$ cat config.mk
export PLATFORM = sky130hd
export DESIGN_NAME = sweep_check_ctrl
export DESIGN_NICKNAME = d
export VERILOG_FILES = /design/src/rtl/sweep_check_pkg.sv /design/src/rtl/sync_edge.sv /design/src/rtl/sweep_check_ctrl.sv
export SDC_FILE = /design/constraint.sdc
export NUM_CORES = 1
export LEC_CHECK = 0
export BUFFER_PORTS_ARGS = -buffer_cell sky130_fd_sc_hd__buf_2
export CELL_PAD_IN_SITES_DETAIL_PLACEMENT = 0
export CELL_PAD_IN_SITES_GLOBAL_PLACEMENT = 1
export CORE_UTILIZATION = 43
export DETAILED_ROUTE_END_ITERATION = 10
export GPL_TIMING_DRIVEN = 0
export PLACE_DENSITY_LB_ADDON = 0.2
export SLEW_MARGIN = 20
export SYNTH_ARGS = -nofsm -noshare
export SYNTH_HDL_FRONTEND = slang
export SYNTH_SLANG_ARGS = --single-unit
$ cat constraint.sdc
create_clock -name clk -period 2 [get_ports clk]
set_input_delay 0.4 -clock clk [delete_from_list [all_inputs] [get_ports clk]]
set_output_delay 0.4 -clock clk [all_outputs]
set_load 0.02 [all_outputs]
$ cat src/rtl/sweep_check_pkg.sv
// Shared types and constants for the logic-implementation sweep checker.
package sweep_check_pkg;

    localparam int unsigned NUM_VEC = 16;
    localparam int unsigned VEC_W   = 4;
    localparam int unsigned CNT_W   = 5;
    localparam int unsigned DWELL_W = 8;
    localparam int unsigned MASK_W  = 3;

    // mismatch_mask bit positions
    localparam int unsigned MASK_NAIVE_MINTERM   = 0;
    localparam int unsigned MASK_NAIVE_MAXTERM   = 1;
    localparam int unsigned MASK_MINTERM_MAXTERM = 2;

    typedef enum logic [1:0] {
        IDLE  = 2'd0,
        APPLY = 2'd1,
        CHECK = 2'd2,
        DONE  = 2'd3
    } state_t;

endpackage

$ cat src/rtl/sync_edge.sv
// Two-flop synchroniser with a rising-edge pulse; usable for any button input.
module sync_edge (
    input  logic clk,
    input  logic rst,
    input  logic async_in,
    output logic rise_c
);

    logic s1_q, s2_q, s3_q;
    logic s1_d, s2_d, s3_d;

    // Synchroniser chain plus previous-value flop
    always_comb begin
        s1_d   = async_in;
        s2_d   = s1_q;
        s3_d   = s2_q;
        rise_c = s2_q & ~s3_q;
    end

    // Flop update, async active-high reset
    always_ff @(posedge clk or posedge rst) begin
        if (rst) begin
            s1_q <= 1'b0;
            s2_q <= 1'b0;
            s3_q <= 1'b0;
        end else begin
            s1_q <= s1_d;
            s2_q <= s2_d;
            s3_q <= s3_d;
        end
    end

endmodule

$ cat src/rtl/sweep_check_ctrl.sv
// Self-test sequencer: sweeps A..D through all 16 vectors, compares the three
// Y outputs per vector and reports pass/fail, first failure and minterm count.
// Optional macro STOP_ON_FAIL_EN: end the sweep at the first mismatching vector.
module sweep_check_ctrl #(
    parameter int unsigned DWELL   = 4,
    parameter int unsigned NUM_VEC = 16
) (
    input  logic       clk,
    input  logic       rst,
    input  logic       start,
    input  logic       y_naive,
    input  logic       y_minterm,
    input  logic       y_maxterm,
    output logic [3:0] vec,
    output logic       busy,
    output logic       done,
    output logic       pass,
    output logic       fail,
    output logic [3:0] fail_vec,
    output logic [2:0] mismatch_mask,
    output logic [4:0] ones_count
);

    import sweep_check_pkg::*;

    localparam logic [VEC_W-1:0]   LAST_VEC  = VEC_W'(NUM_VEC - 1);
    localparam logic [DWELL_W-1:0] DWELL_END = DWELL_W'(DWELL - 1);

    state_t              state_q, state_d;
    logic [VEC_W-1:0]    vec_q, vec_d;
    logic [DWELL_W-1:0]  dwell_q, dwell_d;
    logic                busy_q, busy_d;
    logic                done_q, done_d;
    logic                pass_q, pass_d;
    logic                fail_q, fail_d;
    logic                fail_seen_q, fail_seen_d;
    logic [VEC_W-1:0]    fail_vec_q, fail_vec_d;
    logic [MASK_W-1:0]   mask_q, mask_d;
    logic [CNT_W-1:0]    ones_q, ones_d;

    logic                rise_c;
    logic                agree_c;
    logic                term_c;
    logic [MASK_W-1:0]   mask_now_c;

    sync_edge u_start_sync (
        .clk      (clk),
        .rst      (rst),
        .async_in (start),
        .rise_c   (rise_c)
    );

    // Next-state and registered-output logic
    always_comb begin
        state_d     = state_q;
        vec_d       = vec_q;
        dwell_d     = dwell_q;
        busy_d      = busy_q;
        done_d      = done_q;
        pass_d      = pass_q;
        fail_d      = fail_q;
        fail_seen_d = fail_seen_q;
        fail_vec_d  = fail_vec_q;
        mask_d      = mask_q;
        ones_d      = ones_q;
        term_c      = 1'b0;

        agree_c = (y_naive == y_minterm) && (y_naive == y_maxterm);
        mask_now_c = '0;
        mask_now_c[MASK_NAIVE_MINTERM]   = y_naive ^ y_minterm;
        mask_now_c[MASK_NAIVE_MAXTERM]   = y_naive ^ y_maxterm;
        mask_now_c[MASK_MINTERM_MAXTERM] = y_minterm ^ y_maxterm;

        case (state_q)
            IDLE, DONE: begin
                if (rise_c) begin
                    state_d     = APPLY;
                    vec_d       = '0;
                    dwell_d     = '0;
                    busy_d      = 1'b1;
                    done_d      = 1'b0;
                    pass_d      = 1'b0;
                    fail_d      = 1'b0;
                    fail_seen_d = 1'b0;
                    fail_vec_d  = '0;
                    mask_d      = '0;
                    ones_d      = '0;
                end
            end
            APPLY: begin
                dwell_d = dwell_q + DWELL_W'(1);
                if (dwell_q == DWELL_END) begin
                    state_d = CHECK;
                end
            end
            CHECK: begin
                term_c = (vec_q == LAST_VEC);
                if (agree_c) begin
                    ones_d = ones_q + CNT_W'(y_naive);
                end else if (!fail_seen_q) begin
                    fail_seen_d = 1'b1;
                    fail_vec_d  = vec_q;
                    mask_d      = mask_now_c;
`ifdef STOP_ON_FAIL_EN
                    term_c      = 1'b1;
`endif
                end
                if (term_c) begin
                    state_d = DONE;
                    busy_d  = 1'b0;
                    done_d  = 1'b1;
                    pass_d  = ~fail_seen_d;
                    fail_d  = fail_seen_d;
                end else begin
                    state_d = APPLY;
                    vec_d   = vec_q + VEC_W'(1);
                    dwell_d = '0;
                end
            end
            default: begin
                state_d = IDLE;
            end
        endcase
    end

    // State and output registers
    always_ff @(posedge clk or posedge rst) begin
        if (rst) begin
            state_q     <= IDLE;
            vec_q       <= '0;
            dwell_q     <= '0;
            busy_q      <= 1'b0;
            done_q      <= 1'b0;
            pass_q      <= 1'b0;
            fail_q      <= 1'b0;
            fail_seen_q <= 1'b0;
            fail_vec_q  <= '0;
            mask_q      <= '0;
            ones_q      <= '0;
        end else begin
            state_q     <= state_d;
            vec_q       <= vec_d;
            dwell_q     <= dwell_d;
            busy_q      <= busy_d;
            done_q      <= done_d;
            pass_q      <= pass_d;
            fail_q      <= fail_d;
            fail_seen_q <= fail_seen_d;
            fail_vec_q  <= fail_vec_d;
            mask_q      <= mask_d;
            ones_q      <= ones_d;
        end
    end

    assign vec           = vec_q;
    assign busy          = busy_q;
    assign done          = done_q;
    assign pass          = pass_q;
    assign fail          = fail_q;
    assign fail_vec      = fail_vec_q;
    assign mismatch_mask = mask_q;
    assign ones_count    = ones_q;

endmodule

* Yosys cells after proc, flatten, opt, wreduce, memory -nomap -nowiden
Cells that the tools add are included.
Widths: inputs -> output; s select.
** Cells by class
- Add/sub/neg operators :: 3
- Eq/ne operators :: 14
- Multiplexer cells :: 33
- Bitwise operators :: 6
- Reductions and logical operators :: 11
** Operators by type and width (number)
- $pmux 8 s3 :: 1
- $mux 4 :: 4
- $mux 8 :: 2
- $pmux 4 s2 :: 2
- $ne 2x2->1 const B :: 7
- $mux 5 :: 2
- $pmux 1 s2 :: 5
- $pmux 5 s2 :: 1
- $mux 3 :: 3
- $reduce_and 3->1 :: 3
- $add 8x1->8 const B :: 1
- $eq 8x2->1 const B :: 1
- $mux 1 :: 8
- $mux 2 :: 3
- $pmux 2 s3 :: 1
- $pmux 3 s2 :: 1
- $reduce_and 2->1 :: 3
- $add 5x1->5 :: 1
- $add 4x1->4 const B :: 1
- $eq 2x2->1 const B :: 2
- $eq 4x4->1 const B :: 1
- $reduce_and 4->1 :: 1
- $xor 1x1->1 :: 3
- $eq 1x1->1 :: 2
- other kinds (7) :: 8
** Storage, ports and cells
- Register bits after elaboration :: 34
- Input port bits :: 6
- Output and inout port bits :: 20
- Word-level logic and storage cells :: 81

* Depth between registers and ports, before layout
Gate-level depths: netlist (run 1).
- Depth in word-level cells :: 7
- Mapped depth :: 7
- Gate-level depth less buffers :: 6

* Hierarchy
Synthesis (run 1) repeated with hierarchy kept, for this count alone.
** Second synthesis, totals
- Cell total of the unflattened synthesis :: 195
- Area, all modules :: 1828.0 µm²
** By module, submodules not included
- sweep_check_ctrl :: instances 1, cells an instance 190, area each 1735.4 µm², seq. area each 775.7 µm²
- sync_edge :: instances 1, cells an instance 5, area each 92.6 µm², seq. area each 75.1 µm²

* Worst setup path before layout (run 1)
Ideal clock, no wire load.
- Path kind :: register to register
- Start :: register state_q[0]
- End :: register fail_vec_q[0] (netlist: fail_vec[0])
- Library setup time :: 0.121 ns
- Arrival time :: 1.702 ns
- Data required time :: 1.879 ns
- Path slack :: 0.177 ns
- Cell stages (with the launch flop) :: 8
- Cell sequence :: dfrtp_1 -> inv_1 -> ha_1 -> buf_2 -> and2b_2 -> nor2_2 -> a221o_1 -> a22o_1
** On the way
- Cells in the longest elaborated chain, start to end :: 4
** Ends and longest elaborated chain
- start: declaration :: line sweep_check_ctrl.sv:29 : state_t state_q, state_d;
- start signal: assignment :: line sweep_check_ctrl.sv:141 : state_q <= state_d;
- $eq 2x2->1 or $logic_not 2->1 (tied branches) :: line sweep_check_ctrl.sv:74 : case (state_q)
- $reduce_or 2->1 :: line sweep_check_ctrl.sv:74
- $ne 2x2->1 (no source line) or $reduce_bool 2->1 (tied branches)
- $reduce_and 4->1 (no source line)
- end signal: assignment :: line sweep_check_ctrl.sv:149 : fail_vec_q <= fail_vec_d;
- end: declaration :: line sweep_check_ctrl.sv:37 : logic [VEC_W-1:0] fail_vec_q, fail_vec_d;
Several ways; a longest one is shown, not always the timed one.
A chain may end at the register's enable or synchronous reset.

* Worst setup path after layout (run 1)
- Start :: register state_q[0]
- End :: register mask_q[0] (netlist: mismatch_mask[0])
** On the way
- Cells in the longest elaborated chain, start to end :: 4
** Ends and longest elaborated chain
- $eq 2x2->1 or $logic_not 2->1 (tied branches) :: line sweep_check_ctrl.sv:74
- $reduce_or 2->1 :: line sweep_check_ctrl.sv:74
- $ne 2x2->1 (no source line) or $reduce_bool 2->1 (tied branches)
- $reduce_and 4->1 (no source line)
- end signal: assignment :: line sweep_check_ctrl.sv:150 : mask_q <= mask_d;
- end: declaration :: line sweep_check_ctrl.sv:38 : logic [MASK_W-1:0] mask_q, mask_d;
Several ways; a longest one is shown, not always the timed one.

==> results of run 1 <==
-- cells by family (layout without fill, tap and decap cells) --
kind of cell	count (synthesis)	count (layout)	share of synthesized area
AND/OR/NAND/NOR	79	79	0.2345
AO/OA/AOI/OAI	47	47	0.1732
flip-flops	34	34	0.4789
buffers and inverters	13	46	0.03662
adder cells (fa/ha/maj)	8	8	0.05634
XOR/XNOR	3	3	0.01479
multiplexers	1	1	0.005634
-- registers in the layout (all words and copies together), names as in the netlist, 2 cells and up --
| signal | count |
|---|---|
| state_q | 2 |
| vec | 4 |
| dwell_q | 8 |
| mismatch_mask | 3 |
| fail_vec | 4 |
| ones_count | 5 |
-- cell usage in the layout (no fill, tap or decap), types with 2 or more instances in the layout --
| cell type | n |
|---|---|
| and2_1 | 2 |
| a21o_1 | 2 |
| or4_1 | 2 |
| and3_1 | 2 |
| nand2b_1 | 4 |
| nand4_1 | 4 |
| o31ai_1 | 2 |
| inv_1 | 6 |
| a21oi_1 | 9 |
| o21ai_1 | 2 |
| nor2_1 | 8 |
| inv_2 | 2 |
| buf_6 | 3 |
| o21ai_0 | 14 |
| or3_1 | 4 |
| nand2_1 | 22 |
| ha_1 | 8 |
| clkbuf_8 | 8 |
| o211ai_1 | 2 |
| nor4_1 | 2 |
| buf_2 | 25 |
| a22o_1 | 4 |
| dfrtp_1 | 34 |
| nand3_1 | 17 |
| xor2_1 | 3 |
| a32o_1 | 3 |
-- power breakdown --
part | internal [mW] | switching [mW]
Combinational | 0.287 | 0.543
Clock | 0.348 | 0.244
Sequential | 0.791 | 0.0949
Total | 1.43 | 0.882
-- per-layer routing --
layer / share of wire / vias to the layer above / global-route usage
met3: 0.030 / 4 / 0.04655
met2: 0.47 / 24 / 0.3099
met4: 0.0079 / 0 / 0.07713
met1: 0.49 / 706 / 0.2753
li1: - / 737 / -
met5: 0 / - / 0
-- metrics by stage --
stage                     hold WS (ns)  instances  cell area, sq um
after floorplan                 0.3312        185              1777
after global placement          0.3384        260              1964
after detailed placement        0.3358        260              1964
after CTS                       0.2159        268              2079
after global routing            0.2105        268              2097
final                           0.2295        268              2097
-- worst paths after layout --
check / cells after the start / slack [ns] / to / startpoint
setup / recovery: 7 / 0.09 / mismatch_mask[0] / state_q[0]
hold / removal: 2 / 0.23 / vec[1] / rst
setup reg to reg: 7 / 0.09 / mismatch_mask[0] / state_q[0]
hold reg to reg: 0 / 0.35 / u_start_sync.s2_q / u_start_sync.s1_q
max in group asynchronous: 2 / 1.31 / state_q[0] / rst
min in group clk: 1 / 0.23 / u_start_sync.s1_q / start
-- area by class of cell --
type	count	area (sq um)	share of cell area
Buffer	5	42.54	0.02029
Clock buffer	8	110.1	0.05251
Inverter	8	30.03	0.01432
Multi-Input combinational cell	138	875.8	0.4177
Sequential cell	34	850.8	0.4057
Tap cell	50	62.56	0.02983
Timing Repair Buffer	25	125.1	0.05967
-- worst max-delay path, stage by stage (launching register included) --
cell     delay [ns]
dfrtp_1        0.38
inv_2          0.06
ha_1           0.30
buf_6          0.14
and2b_2        0.25
nor2_4         0.07
a221o_2        0.37
a32o_1         0.23
-- what timing repair did --
action,in CTS,in global routing
resized for setup,1,9
endpoints found under the setup margin,7,14
pin swaps,0,4
==> qor.csv, run 1 <==
metric,value,unit
status,"finished, final reports clean",
Clock Path Buffers,2,
Post-synth EDFFs,0,
fin crit share,0.9527,
main area contributors after synthesis,"dfrtp_1 (48%), ha_1 (5.6%), nand3_1 (4.8%)",
WP data arrival,2.07,ns
Post-Syn Area,0.001777,sq mm
first-pass GRT wire length,6.568,mm
Least-Margin Pin Slew,0.7111,ns
Clock Latency Late Sink,0.28,ns
PortBufs,25,
1st-iter DRT viols,91,
H-tree Lvls,2,
Max-Cap Viols,0,
syn avg cell area,9.604,sq um
core footprint,0.003971,sq mm
CP Launch Type,register,
Async SR Flop Fraction,1.000,
initial core utilization,0.4474,
minimum clock period,1.905,ns
Max VDD drop,0.4005,mV
nets,231,
Max Slew Vio Count,0,
TritonCTS clock tree,yes,
Synth top area share,0.4789,
Hold Path Class,input pin to async pin,
Commonest cells post-synth,"dfrtp_1 (34), nand2_1 (22), nand3_1 (17), o21ai_0 (14), a21oi_1 (9)",
CTS Hold Bufs,0,
total grt overflow,0,
"Seq/Total Area, Yosys",0.4789,
setup violators final,0,
Max Fclk,524.8,MHz
"Clk pin slew, worst setup/hold paths",0.07,ns
top-count cell post-synth,dfrtp_1,
Sink Count,34,
Design Power,2.308,mW
TritonRoute pass-1 iters,4,
critical path peak fanout,10,
Leak,1.041,nW
postcts setup bufs,0,
Root Driver,clkbuf_8,
largest net degree at the start of global routing,35,
row cnt,23,
gr usage total,0.2021,
ANT nets after route,0,
Synth Warn #,0,
Setup Skew,0.009945,ns
GP Congestion,0.7545,
chip width,66.28,um
critical path class,register to register,
Post-DP HPWL,2.781,mm
synthesized flop and latch total,34,
dpl ws,-0.05635,ns
total CTS buffers,5,
die area,0.004393,sq mm
"Core Util, Final",0.5280,
layout cell share with drive strength beyond 1,0.2156,
Die H,66.28,um
Final Hold Viols,0,
routed vias,1471,
Synth Instances,185,
Crit. End Element,register,
antenna violations before repair,0,
ANT cells,0,
Synth Net Count,199,
Post-synth top flop,dfrtp_1,
P&R area growth vs syn,18.03,%
overall routed net length,3.919,mm
post-synth top area cell,dfrtp_1,
Fillers,381,
# IOs,26,
final worst slack,0.09456,ns
Netlist cell types,45,
drc violations,0,
Slew HR,0.5252,
Wirelength per Cell,14.62,um
setup total negative slack,0,ns
vias in the first global route,1410,
pwr dens,1101,mW/mm^2
Vias/cell,5.489,
Critical Path RT,2.17,ns
Note: power is estimated with default switching activity, not from simulation.
==> run 2: changes to the inputs <==
--- a/config.mk
+++ b/config.mk
@@ -5,10 +5,11 @@
 export SDC_FILE = /design/constraint.sdc
 export NUM_CORES = 1
 export LEC_CHECK = 0
+export ABC_AREA = 1
 export BUFFER_PORTS_ARGS = -buffer_cell sky130_fd_sc_hd__buf_2
 export CELL_PAD_IN_SITES_DETAIL_PLACEMENT = 0
 export CELL_PAD_IN_SITES_GLOBAL_PLACEMENT = 1
-export CORE_UTILIZATION = 43
+export CORE_UTILIZATION = 42
 export DETAILED_ROUTE_END_ITERATION = 10
 export GPL_TIMING_DRIVEN = 0
 export PLACE_DENSITY_LB_ADDON = 0.2
==> qor.csv, run 2 <==
metric,value,unit,change
H-tree Lvls,2,,unchanged
WP buf/inv,2,,unchanged
Crit. End Element,register,,
"Cell Chain, Critical Path","inv_1, ha_1, inv_2, o21ai_4, nand2_2, nand2_1, o21ai_0",,
main area contributors after synthesis,"dfrtp_1 (45%), nand2_1 (17%), nand3_1 (5.6%)",,
total grt overflow,0,,unchanged
GP Congestion,0.7309,,-3.1%
overall routed net length,3.744,mm,-4.5%
RSZ-0062 raised after global routing,false,,
Clock Path Buffers,2,,unchanged
P&R area growth vs syn,14.39,%,
CP top delay family,flip-flops,,
CP Launch Type,register,,
chip width,68.87,um,+3.9%
ANT cells,0,,unchanged
Final Hold Viols,0,,unchanged
status,"finished, final reports clean",,
antenna violations before repair,0,,unchanged
core footprint,0.004144,sq mm,+4.3%
pwr dens,1169,mW/mm^2,+6.2%
# IOs,26,,unchanged
Synth top area share,0.4530,,-0.02584
synthesized flop and latch total,34,,unchanged
slowest cell delay on critical path,0.41,ns,+0.03 ns
Least-Margin Pin Slew,0.7022,ns,-0.008868 ns
Max Fclk,597.7,MHz,+14%
PostCTS Resize Cnt,0,,-1
Post-Syn Area,0.001878,sq mm,+5.7%
PortBufs,25,,unchanged
die area,0.004743,sq mm,+8.0%
critical path peak fanout,9,,-1
Post-synth EDFFs,0,,unchanged
"slowest stage cell, crit path",dfrtp_1,,
total CTS buffers,5,,unchanged
drc violations,0,,unchanged
largest net degree at the start of global routing,35,,unchanged
layout cell share with drive strength beyond 1,0.2091,,-0.006471
Slew HR,0.5312,,+0.005921
Hold Path Class,input pin to register,,
Synth Instances,232,,+25%
setup violators final,0,,unchanged
routed vias,1506,,+2.4%
vias in the first global route,1289,,-8.6%
Netlist cell types,26,,-42%
post-synth top area cell,dfrtp_1,,
Max-Cap Viols,0,,unchanged
max reg flops,8,,unchanged
Critical Path RT,2.17,ns,about the same
"commonest non-fill, non-tap cell in the layout",nand2_1,,
ANT nets after route,0,,unchanged
CTS Hold Bufs,0,,unchanged
setup total negative slack,0,ns,unchanged
TritonRoute pass-1 iters,4,,unchanged
Clock Latency Late Sink,0.29,ns,about the same
Async SR Flop Fraction,1.000,,unchanged
Vias/cell,4.812,,-12%
critical path class,register to register,,
Commonest cells post-synth,"nand2_1 (83), dfrtp_1 (34), nand3_1 (21), inv_1 (16), nor2_1 (14)",,
nets,278,,+20%
Sink Count,34,,unchanged
Leak,1.139,nW,+9.4%
TritonCTS clock tree,yes,,
Die H,68.87,um,+3.9%
Wirelength per Cell,11.96,um,-18%
Max VDD drop,0.4786,mV,+20%
Post-synth top flop,dfrtp_1,,
"Core Util, Final",0.5184,,-0.009622
first-pass GRT wire length,6.175,mm,-6.0%
most frequent cells in the layout,"nand2_1 (83), dfrtp_1 (34), buf_2 (28), nand3_1 (21), inv_1 (15)",,
minimum clock period,1.673,ns,-0.2323 ns
WP data arrival,1.84,ns,-0.23 ns
"Clk pin slew, worst setup/hold paths",0.07,ns,about the same
top-count cell post-synth,nand2_1,,
initial core utilization,0.4532,,+0.005815
Setup Skew,0.006508,ns,-0.003437 ns
gr usage total,0.1842,,-0.01797
Synth Warn #,0,,unchanged
row cnt,23,,unchanged
Top reg by flops,dwell_q,,
"Seq/Total Area, Yosys",0.4530,,-0.02584
Synth Net Count,246,,+24%
Post-DP HPWL,2.654,mm,-4.6%
Root Driver,clkbuf_8,,
fin crit share,0.8366,,-0.1162
syn avg cell area,8.095,sq um,-16%
1st-iter DRT viols,51,,-44%
Max Slew Vio Count,0,,unchanged
postcts setup bufs,0,,unchanged
==> run 2: cell types whose count changed in the layout (fill, tap and decap cells not counted), moves of 4 or more <==
cell	delta
a21oi_1	-5
o21ai_0	-7
nand2_2	+7
inv_1	+9
nor2_1	+6
a22o_1	-4
nand3b_1	+6
nand3_1	+4
or3_1	-4
nand2b_1	-4
nand2_1	+61
==> run 2: layout make-up <==
cell class | instances | area (sq um)
Buffer | 4 | 22.52
Fill cell | 420 | 1996
Timing Repair Buffer | 25 | 125.1
Multi-Input combinational cell | 176 | 937.1
Inverter | 18 | 67.56
Sequential cell | 34 | 850.8
Clock buffer | 6 | 82.58
Tap cell | 50 | 62.56
==> run 2: kinds of logic (layout without fill, tap and decap cells) <==
family          after synthesis  in the layout  synth area share
compound gates               21             21           0.06862
simple gates                144            144            0.3551
fa+ha+maj                     8              8           0.05330
xor+xnor                      3              3           0.02199
flops                        34             34            0.4530
buf+inv                      22             53           0.04797
==> run 2: worst paths after layout <==
check | from | endpoint | slack [ns] | depth (start not counted)
setup / recovery | state_q[0] | pass | 0.33 | 7
hold / removal | start | u_start_sync.s1_q | 0.21 | 1
setup reg to reg | state_q[0] | pass | 0.33 | 7
hold reg to reg | u_start_sync.s1_q | u_start_sync.s2_q | 0.35 | 0
max in group asynchronous | rst | dwell_q[3] | 1.33 | 2
min in group asynchronous | rst | fail | 0.22 | 2
==> run 2: power by group <==
part / switching [mW] / internal [mW]
registers: 0.101 / 0.809
logic: 0.757 / 0.339
clock network: 0.242 / 0.265
==> run 2: stage by stage <==
stage	area (sq um)	setup slack (ns)	std cells	total power, mW	hold slack, ns
2_1_floorplan	1878	0.5413	232	1.740	0.3312
3_3_place_gp	2066	0.3197	307	2.017	0.3344
3_5_place_dp	2066	0.3648	307	2.024	0.3411
4_1_cts	2148	0.3486	313	2.539	0.2061
5_1_grt	2148	0.1898	313	2.712	0.2105
6_report	2148	0.3269	313	2.512	0.2107
==> run 2: routing by layer <==
layer  track usage  vias up  share of wire
li1              -      809              -
met2        0.2609       31           0.42
met4       0.09184        0          0.017
met1        0.2618      661           0.52
met3       0.03947        5          0.039
met5             0        -              0
==> run 3: changes to the inputs <==
==> constraint.sdc (replaced) <==
create_clock -name clk -period 1.75 [get_ports clk]
set_input_delay 0.35 -clock clk [delete_from_list [all_inputs] [get_ports clk]]
set_output_delay 0.35 -clock clk [all_outputs]
set_load 0.02 [all_outputs]
==> qor.csv, run 3 (synthesis results as in run 2) <==
metric,value,unit,change
status,"finished, final reports clean",,
TritonRoute pass-1 iters,4,,unchanged
Die H,68.87,um,unchanged
WP data arrival,1.79,ns,-0.05 ns
GR Util met2,0.2609,,unchanged
largest net degree at the start of global routing,35,,unchanged
antenna violations before repair,0,,unchanged
total CTS buffers,5,,unchanged
"slowest stage cell, crit path",dfrtp_1,,
Least-Margin Pin Slew,0.7154,ns,+0.01312 ns
PortBufs,25,,unchanged
Max Slew Vio Count,0,,unchanged
GP Congestion,0.7309,,unchanged
Post-DP Area,0.002066,sq mm,unchanged
# IOs,26,,unchanged
"Clk pin slew, worst setup/hold paths",0.07,ns,about the same
GR peak layer,met1,,
Root Driver,clkbuf_8,,
drc violations,0,,unchanged
chip width,68.87,um,unchanged
Max Fclk,622.1,MHz,+4.1%
CP Launch Type,register,,
Max-Cap Viols,0,,unchanged
minimum clock period,1.607,ns,-0.06567 ns
Clock Path Buffers,2,,unchanged
critical path peak fanout,6,,-3
Top reg by flops,dwell_q,,
"Cell Chain, Critical Path","inv_1, ha_1, inv_2, nand2_1, o21ai_4, buf_4, nand2_2, nand2_1, nand2_1",,
Post-DP HPWL,2.654,mm,unchanged
setup violators final,0,,unchanged
layout cell share with drive strength beyond 1,0.2268,,+0.01764
Leak,1.171,nW,+2.8%
overall routed net length,3.798,mm,+1.4%
"commonest non-fill, non-tap cell in the layout",nand2_1,,
die area,0.004743,sq mm,unchanged
first-pass GRT wire length,6.175,mm,unchanged
initial core utilization,0.4532,,unchanged
fin crit share,0.9186,,+0.08198
pwr dens,1351,mW/mm^2,+16%
row cnt,23,,unchanged
Critical Path RT,1.94,ns,-0.23 ns
critical path class,register to register,,
Wirelength per Cell,11.91,um,-0.47%
Slew HR,0.5224,,-0.008759
ANT nets after route,0,,unchanged
max reg flops,8,,unchanged
post-route design area,0.002198,sq mm,+2.3%
met1 Track Usage GR,0.2618,,unchanged
CP most frequent cell,nand2_1,,
hold_ws,0.1599,ns,-0.05080 ns
total grt overflow,0,,unchanged
Clock Latency Late Sink,0.29,ns,about the same
"Core Util, Final",0.5305,,+0.01208
P&R area growth vs syn,17.06,%,
Vias/cell,4.799,,-0.25%
ANT cells,0,,unchanged
routed vias,1531,,+1.7%
gr usage total,0.1842,,unchanged
WP buf/inv,3,,+1
core footprint,0.004144,sq mm,unchanged
slowest cell delay on critical path,0.40,ns,about the same
H-tree Lvls,2,,unchanged
GR Util met3,0.03947,,unchanged
Hold Path Class,input pin to register,,
1st-iter DRT viols,61,,+20%
Sink Count,34,,unchanged
vias in the first global route,1289,,unchanged
most frequent cells in the layout,"nand2_1 (83), dfrtp_1 (34), buf_2 (28), nand3_1 (21), inv_1 (15)",,
nets,284,,+2.2%
TritonCTS clock tree,yes,,
Setup Skew,0.006020,ns,-0.0004879 ns
Crit. End Element,register,,
Max VDD drop,0.5688,mV,+19%
CP top delay family,flip-flops,,
Final Hold Viols,0,,unchanged
[run 3: repair_timing]
| item | 4_1_cts | 5_1_grt |
|---|---|---|
| buffers inserted | 0 | 6 |
| gates resized for setup | 0 | 1 |
| hold buffers | 0 | 0 |
| endpoints found under the setup margin | 0 | 10 |
[run 3: per-stage QoR]
| step | instances | setup TNS [ns] | setup slack, ns | total power [mW] |
|---|---|---|---|---|
| after floorplan | 232 | 0 | 0.2913 | 1.989 |
| after global placement | 307 | 0 | 0.1164 | 2.306 |
| after detailed placement | 307 | 0 | 0.1148 | 2.313 |
| after CTS | 313 | 0 | 0.09859 | 2.902 |
| after global routing | 319 | -0.01104 | -0.01104 | 3.205 |
| final | 319 | 0 | 0.1425 | 2.970 |
[run 3: worst paths after layout]
path                                    from                 to  slack [ns]  cells after the start
hold / removal                         start  u_start_sync.s1_q        0.16                      1
setup / recovery                  state_q[0]      ones_count[1]        0.14                      9
max in group asynchronous                rst         dwell_q[2]        1.11                      2
hold reg to reg            u_start_sync.s1_q  u_start_sync.s2_q        0.35                      0
setup reg to reg                  state_q[0]      ones_count[1]        0.14                      9
min in group asynchronous                rst               fail        0.18                      2
[run 3: metal layers]
metal	wire length, um	share of wire
met3	136	0.036
met1	1964	0.52
met5	0	0
met2	1632	0.43
met4	65	0.017
[run 3: layout make-up]
type	count	area, sq um
Tap cell	50	62.56
Sequential cell	34	850.8
Timing Repair Buffer	31	170.2
Multi-Input combinational cell	176	942.2
Buffer	4	22.52
Inverter	18	67.56
Clock buffer	6	82.58
Fill cell	416	1946
[run 3: power by group]
part	internal [mW]	switching, mW
Sequential	0.924	0.114
Clock	0.303	0.275
Combinational	0.466	0.888
